### config.mk
export PLATFORM = sky130hd
export DESIGN_NAME = da_fir_seq_ctrl
export DESIGN_NICKNAME = d
export VERILOG_FILES = /design/src/rtl/da_fir_seq_ctrl.sv
export SDC_FILE = /design/constraint.sdc
export NUM_CORES = 1
export LEC_CHECK = 0
export CORE_MARGIN = 1
export CORE_UTILIZATION = 50
export DETAILED_ROUTE_END_ITERATION = 7
export GPL_ROUTABILITY_DRIVEN = 0
export HOLD_SLACK_MARGIN = 0.02
export PLACE_DENSITY = 0.7
export SETUP_SLACK_MARGIN = 0.5
export SLEW_MARGIN = 10
export SYNTH_ARGS = -nofsm -noshare
export SYNTH_HDL_FRONTEND = slang
export SYNTH_SLANG_ARGS = --single-unit
### constraint.sdc
create_clock -name clk -period 6.7 [get_ports clk]
set_input_delay 0.67 -clock clk [delete_from_list [all_inputs] [get_ports clk]]
set_output_delay 0.67 -clock clk [all_outputs]
set_load 0.05 [all_outputs]
### src/rtl/da_fir_seq_ctrl.sv
// da_fir_seq_ctrl: bit-serial 4-tap distributed-arithmetic FIR sequencer with shadowed coefficients
//   clk/rst            clock, asynchronous active-low reset
//   in_valid/in_ready  sample handshake, in_data signed DW-bit sample
//   coef_wr/sel/data   shadow coefficient write, committed at sample accept
//   out_valid/ready    result handshake, out_data signed OW-bit full-precision sum
//   busy               evaluating or holding a result
module da_fir_seq_ctrl #(
  parameter int DW = 8,
  parameter int CW = 8,
  parameter int OW = DW + CW + 2
) (
  input  logic          clk,
  input  logic          rst,
  input  logic          in_valid,
  output logic          in_ready,
  input  logic [DW-1:0] in_data,
  input  logic          coef_wr,
  input  logic [1:0]    coef_sel,
  input  logic [CW-1:0] coef_data,
  output logic          out_valid,
  input  logic          out_ready,
  output logic [OW-1:0] out_data,
  output logic          busy
);
  localparam int BW = (DW > 1) ? $clog2(DW) : 1;
  typedef enum logic [1:0] {IDLE, ACC, DONE} state_t;
  state_t                r_state, w_state_nx;
  logic [DW-1:0]         r_x [4];
  logic signed [CW-1:0]  r_hs [4];
  logic signed [CW-1:0]  r_ha [4];
  logic signed [OW-1:0]  r_acc, r_out, w_l, w_acc_nx;
  logic [BW-1:0]         r_b;
  logic signed [CW+1:0]  w_lut [16];
  logic [3:0]            w_addr;
  logic                  w_accept, w_msb, w_last;
  always_comb begin
    for (int a = 0; a < 16; a++) begin
      w_lut[a] = '0;
      for (int i = 0; i < 4; i++) w_lut[a] = w_lut[a] + (a[i] ? (CW+2)'(r_ha[i]) : '0);
    end
  end
  assign w_addr    = {r_x[3][r_b], r_x[2][r_b], r_x[1][r_b], r_x[0][r_b]};
  assign w_l       = OW'(w_lut[w_addr]);
  assign w_msb     = r_b == BW'(DW - 1);
  assign w_last    = r_b == '0;
  // the sign plane carries negative weight in two's complement, so it is subtracted
  assign w_acc_nx  = (r_acc <<< 1) + (w_msb ? -w_l : w_l);
  assign in_ready  = rst & ((r_state == IDLE) | ((r_state == DONE) & out_ready));
  assign w_accept  = in_valid & in_ready;
  assign out_valid = r_state == DONE;
  assign busy      = r_state != IDLE;
  assign out_data  = r_out;
  always_comb begin
    w_state_nx = r_state;
    w_state_nx = w_accept ? ACC :
                 (r_state == ACC && w_last) ? DONE :
                 (r_state == DONE && out_ready) ? IDLE : r_state;
  end
  always_ff @(posedge clk or negedge rst) begin
    if (!rst) r_state <= IDLE;
    else r_state <= w_state_nx;
  end
  always_ff @(posedge clk or negedge rst) begin
    if (!rst) begin
      for (int i = 0; i < 4; i++) begin
        r_x[i]  <= '0;
        r_hs[i] <= '0;
        r_ha[i] <= '0;
      end
      r_acc <= '0;
      r_out <= '0;
      r_b   <= '0;
    end else begin
      if (coef_wr) r_hs[coef_sel] <= coef_data;
      if (w_accept) begin
        r_x[0] <= in_data;
        for (int i = 1; i < 4; i++) r_x[i] <= r_x[i-1];
        r_ha  <= r_hs;
        r_acc <= '0;
        r_b   <= BW'(DW - 1);
      end else if (r_state == ACC) begin
        r_acc <= w_acc_nx;
        r_b   <= r_b - 1'b1;
        if (w_last) r_out <= w_acc_nx;
      end
    end
  end
endmodule

After elaboration in Yosys (flattened, before gate mapping):

Cells that the tools add are included.

* logic and storage cells: 75
* memory bits (read-only): 0
* bits in registers: 136
* memories: 0
* bits in latches: 0
* bits of input ports: 23
* RAM bits: 0

* order comparisons: 4
* add/subtract/negate cells: 14
* multiply operators: 0
* multiplexer cells: 22
* shift operators: 0
* equality and inequality tests: 3
* reductions and logical operators: 9
* div/mod/pow operators: 0
* bitwise operators: 7

Operator list (number)
* adder 8 x 8 -> 9 bit: 6
* adder 9 x 8 -> 10 bit: 4
* binary-select mux 10 bit (select 4 bit): 1
* 2-to-1 mux 17 bit: 2
* bitwise mux 32 bit: 1
* 2-to-1 mux 10 bit: 2
* adder 18 bit: 1
* 2-to-1 mux 18 bit: 1
* negator 10 -> 18 bit: 1
* demux 8 bit (select 2 bit): 1
* binary-select mux 1 bit (select 3 bit): 4
* adder 10 bit: 1
* 2-to-1 mux 8 bit: 1
* 2-to-1 mux 2 bit: 3
* 2-to-1 mux 3 bit: 2
* >= comparator 5 bit (second input constant): 1
* inverter 4 -> 5 bit: 1
* < comparator 3 x 4 -> 1 bit (second input constant): 1
* 2-to-1 mux 1 bit: 4
* nonzero test 2 bit: 2
* AND 1 bit: 3
* equality test 3 bit (second input constant): 1
* >= comparator 3 bit (second input constant): 1
* logical AND 1 bit: 3
* 11 further kinds: 11

Longest topological paths before layout:

* depth after elaboration: 11
* mapped depth: 31
* mapped depth without buffers: 31

Worst setup path before layout:

OpenSTA, ideal clock, no wires.

* kind: flip-flop to flip-flop
* from: register r_ha[16] (netlist name)
* to: register r_out[17], in the netlist out_data[17]
* buffers on the path: 1
* clock period less this slack: 6218 ps
* arrival time: 6149 ps
* path slack: 482 ps
* data required time: 6631 ps
* library setup time: 69 ps
* stages on the path, launching flop included: 31
* cell sequence: dfrtp_1 ha_1 fa_1 and3_1 nor2_1 xnor2_1 ha_1 and3_1 a2bb2oi_1 a22oi_1 ha_1 or2_2 a21o_1 a31o_2 a21oi_1 xor3_1 mux2i_1 a21oi_1 o31ai_1 buf_2 xor2_1 ha_1 and3_1 a21oi_1 nand3_1 a21oi_1 o2111ai_1 a21oi_1 xor2_1 or3_1 nand3_1

* longest elaborated chain between the ends: 9
* elaborated cells between the ends (all ways): 13
* classes of those cells: add/sub: 9; mux: 4

RTL lines
* start: declaration: RTL line 30 `logic signed [CW-1:0] r_ha [4];`
* start signal: assignment: RTL line 78 `r_ha <= r_hs;`
* adder 8 x 8 -> 9 bit: RTL line 39 `for (int i = 0; i < 4; i++) w_lut[a] = w_lut[a] + (a[i] ? (CW+2)'(r_ha[i]) : '0);`
* adder 9 x 8 -> 10 bit: RTL line 39
* adder 10 bit: RTL line 39
* binary-select mux 10 bit (select 4 bit) *: RTL line 43 `assign w_l = OW'(w_lut[w_addr]);`
* 2-to-1 mux 10 bit (not written as such) * (2 in a row): RTL line 43
* negator 10 -> 18 bit: RTL line 47 `assign w_acc_nx = (r_acc <<< 1) + (w_msb ? -w_l : w_l);`
* 2-to-1 mux 18 bit *: RTL line 47
* adder 18 bit *: RTL line 47
* end signal: assignment: RTL line 84 `if (w_last) r_out <= w_acc_nx;`
* end: declaration: RTL line 31 `logic signed [OW-1:0] r_acc, r_out, w_l, w_acc_nx;`

Every way passes the cells marked *; elsewhere a longest branch is shown, timed or not. The select of a mux whose other input is x is not followed.
A chain may end at the register's enable or synchronous reset.

Worst setup path after layout:

* from: register r_ha[24] (netlist name)
* to: register r_acc[16]

* longest elaborated chain between the ends: 11
* elaborated cells between the ends (all ways): 15
* classes of those cells: add/sub: 9; mux: 6

RTL lines
* adder 8 x 8 -> 9 bit: RTL line 39
* adder 9 x 8 -> 10 bit: RTL line 39
* adder 10 bit: RTL line 39
* binary-select mux 10 bit (select 4 bit) *: RTL line 43
* 2-to-1 mux 10 bit (not written as such) * (2 in a row): RTL line 43
* negator 10 -> 18 bit: RTL line 47
* 2-to-1 mux 18 bit *: RTL line 47
* adder 18 bit *: RTL line 47
* 2-to-1 mux 17 bit *: RTL line 81 `end else if (r_state == ACC) begin`
* 2-to-1 mux 17 bit *: RTL line 75 `if (w_accept) begin`
* end signal: assignment: RTL line 82 `r_acc <= w_acc_nx;`
* end: declaration: RTL line 31

Marks and branches as above.

==> reports/qor.csv <==
metric;value;unit
internal power;1443;uW
CP startpoint;r_ha[24];
unique cell type count in the Yosys netlist;95;
Worst Path Buf+Inv;4;
post-route ant nets;0;
P_leak;0.006409;uW
FMAX;0.1586;GHz
async set or reset register ratio after synthesis;1.000;
Sw Pwr;503.2;uW
Max Root-Sink Buffers;2;
FP Rows;55;
Layout Nets;1443;
Mapped Cells;1196;
Setup CP Type;reg -> reg;
switch share;0.2585;
Worst-Margin Slew;1.188;ns
VDD IR-drop max;0.1828;mV
Root Driver;clkbuf_16;
Slew Viols, Final;0;
clock sink count;136;
Reg2Reg Setup Slack;0.40;ns
via count;9961;
Crit path depth;26;
commonest non-fill, non-tap cells in the layout;dfrtp_1, mux2_2, ha_1, nand2_1, buf_4;
final count of hold timing violations;0;
setup violators final;0;
Seq cells post-synth;136;
cell accounting for the most synthesized area;dfrtp_1;
Synth Flop Type;dfrtp_1;
Syn Std Cell Area;0.01153;sq mm
Top delay family on crit path;compound AO/OA/AOI/OAI gates;
Final min period;6.305;ns
Yosys top cell area share;0.2952;
initial antenna violation count;0;
DRT Pass-1 Iters;5;
crit path to;r_acc[16];
CP arrival;6.57;ns
Syn-to-layout area delta;19.10;%
DIE WIDTH;153.8;um
Mapped Nets;1346;
die area;0.02367;sq mm
Clk pwr share;0.498;
Via density;6.261;
Worst Reg-to-Reg Cells;26;
critical path's slowest cell;fa_2;
Seq pwr share;0.452;
Setup TNS;0;ns
Initial Util;0.5091;
EDFF count, synth;0;
PD cells;141.8;mW/mm^2
largest net degree at the start of global routing;86;
register area share after synthesis;0.2952;
RR Endpoint;r_acc[16];
placed instance count;1524;
CP endpoint kind;flip-flop;
HP Class;in -> async;
Finished Layout Cells;1591;
drt total wl;32.21;mm
global-route wire length before repair;50.67;mm
total global routing overflow;0;
Critical Path RT;6.97;ns
port bufs;43;
largest cells by area after synthesis;dfrtp_1, ha_1, mux2_2, o21ai_0, nand2_1;
CTS buffer count;17;
crit-path max cell delay;0.59;ns
Antenna Cells;0;
TritonCTS clock tree;done;
Ports;44;
Yosys Warn Count;0;
GRT Util Overall;0.2723;
worst-skew pair later-pin latency;0.43;ns
WL/cell;20.25;um
chip height;153.8;um
Syn Area/Cell;9.638;sq um
critical path's most frequent cell;buf_4;
clock-pin slew on the worst setup and hold paths;0.07;ns
Rel. slew slack;0.2056;
RSZ-0062 raised after global routing;yes;
vias in the first global route;9688;
DP HPWL;23.24;mm
layout cells sized above 1;0.2519;
Reg2Reg Launch Point;r_ha[24];
Max-cap violations;0;
DRC Markers;0;
commonest non-fill, non-tap cell in the layout;dfrtp_1;
Logic pwr share;0.049;
CP Launch Type;flip-flop;
clk_skew;0.009933;ns
H-tree depth;4;
core area;0.02264;sq mm
Final period util;0.9410;
status;finished, final reports clean;
iteration-0 DRC count of the detailed router;700;
Crit Path Max Fanout;6;
==> cell families (layout without fill, tap and decap cells) <==
group                      after synthesis  in the layout  synth area share
muxes                                  133            133            0.1393
buffers and inverters                   87            197           0.03614
xor gates and xnor gates                64             64           0.04993
DFF                                    136            136            0.2952
adders and majority gates              127            127            0.1457
and+or+nand+nor                        311            311            0.1310
AOI/OAI and AO/OA                      338            338            0.2028
==> state kept, by name (all words and copies together), names as in the netlist <==
name	flops
r_acc	17
r_hs	32
r_x	32
r_state	2
r_b	3
out_data	18
r_ha	32
==> final cells by class <==
cell class / instances / area, sq um
Sequential cell: 136 / 3408
Clock inverter: 15 / 180.2
Fill cell: 1846 / 8911
Clock buffer: 17 / 425.4
Tap cell: 285 / 356.6
Timing Repair Buffer: 116 / 983.4
Inverter: 49 / 183.9
Multi-Input combinational cell: 973 / 8192
==> routing by layer <==
metal	vias to the layer above	wire length [um]	global-route usage
met5	-	0	0
met4	0	1136	0.1200
met3	72	1910	0.03861
met2	383	14930	0.4325
met1	4830	14230	0.3704
li1	4676	-	-
==> power by group through the flow <==
stage | Clock (uW) | Combinational, uW | Sequential [uW]
after global placement | 0 | 94.4 | 893
after global routing | 1010 | 106 | 885
after CTS | 981 | 97.2 | 880
final | 970 | 95.8 | 881
after floorplan | 0 | 54.8 | 887
after detailed placement | 0 | 97.0 | 896
==> worst min-delay path by stage <==
stage / startpoint / endpoint / slack (ns) / cells past startpoint
after floorplan: rst / out_data[0] / 0.37 / 0
after global placement: out_data[10] / out_data[10] / 0.46 / 2
after detailed placement: out_data[1] / out_data[1] / 0.46 / 2
after CTS: rst / out_data[12] / 0.28 / 1
after global routing: rst / out_data[12] / 0.31 / 1
final: rst / out_data[12] / 0.25 / 1
==> per-stage QoR <==
step	hold WS, ns	power (uW)	util	instance area [sq um]	setup WS [ns]
floorplan	0.3744	941.6	-	11530	0.5095
global placement	0.4628	987.5	0.5469	12380	0.2131
detailed placement	0.4625	992.5	0.5469	12380	0.05155
CTS	0.2828	1959	0.5887	13330	0.5011
global route	0.3085	2005	0.6064	13730	0.05824
finish	0.2518	1946	0.6064	13730	0.3955
==> synth_stat cells, drive strengths merged, types with 21 or more instances <==
cell and count:
dfrtp 136, a21oi 69, nand3 48, o21ai 82, xnor2 24, mux2 104, nor2 75, ha 115
a211oi 23, xor2 39, mux2i 21, nand2 94, inv 49, nor3 28
==> worst register-to-register path, cell delays in order, from the launching register on <==
cell and delay, ns:
dfrtp_1 0.41, ha_4 0.19, fa_2 0.59, buf_6 0.13, fa_2 0.44, ha_1 0.29, a21oi_1 0.38, o2111ai_1 0.21
xor2_1 0.18, a32oi_2 0.20, a311oi_1 0.13, a211oi_2 0.20, buf_4 0.16, o21ai_2 0.06, buf_4 0.16, nor3_4 0.24
a31oi_4 0.15, xor2_1 0.19, ha_1 0.41, buf_4 0.14, nand3_1 0.08, a211oi_1 0.38, o31ai_2 0.14, a21oi_2 0.23
a211oi_2 0.11, mux2i_1 0.23, a31oi_1 0.12
==> timing repair <==
| item | CTS | global route |
|---|---|---|
| resized for setup | 38 | 51 |
| pin swaps | 20 | 40 |
| hold buffers | 0 | 0 |
| setup endpoints to repair | 11 | 11 |
| buffers inserted | 18 | 17 |
Note: power is estimated with default switching activity, not from simulation.
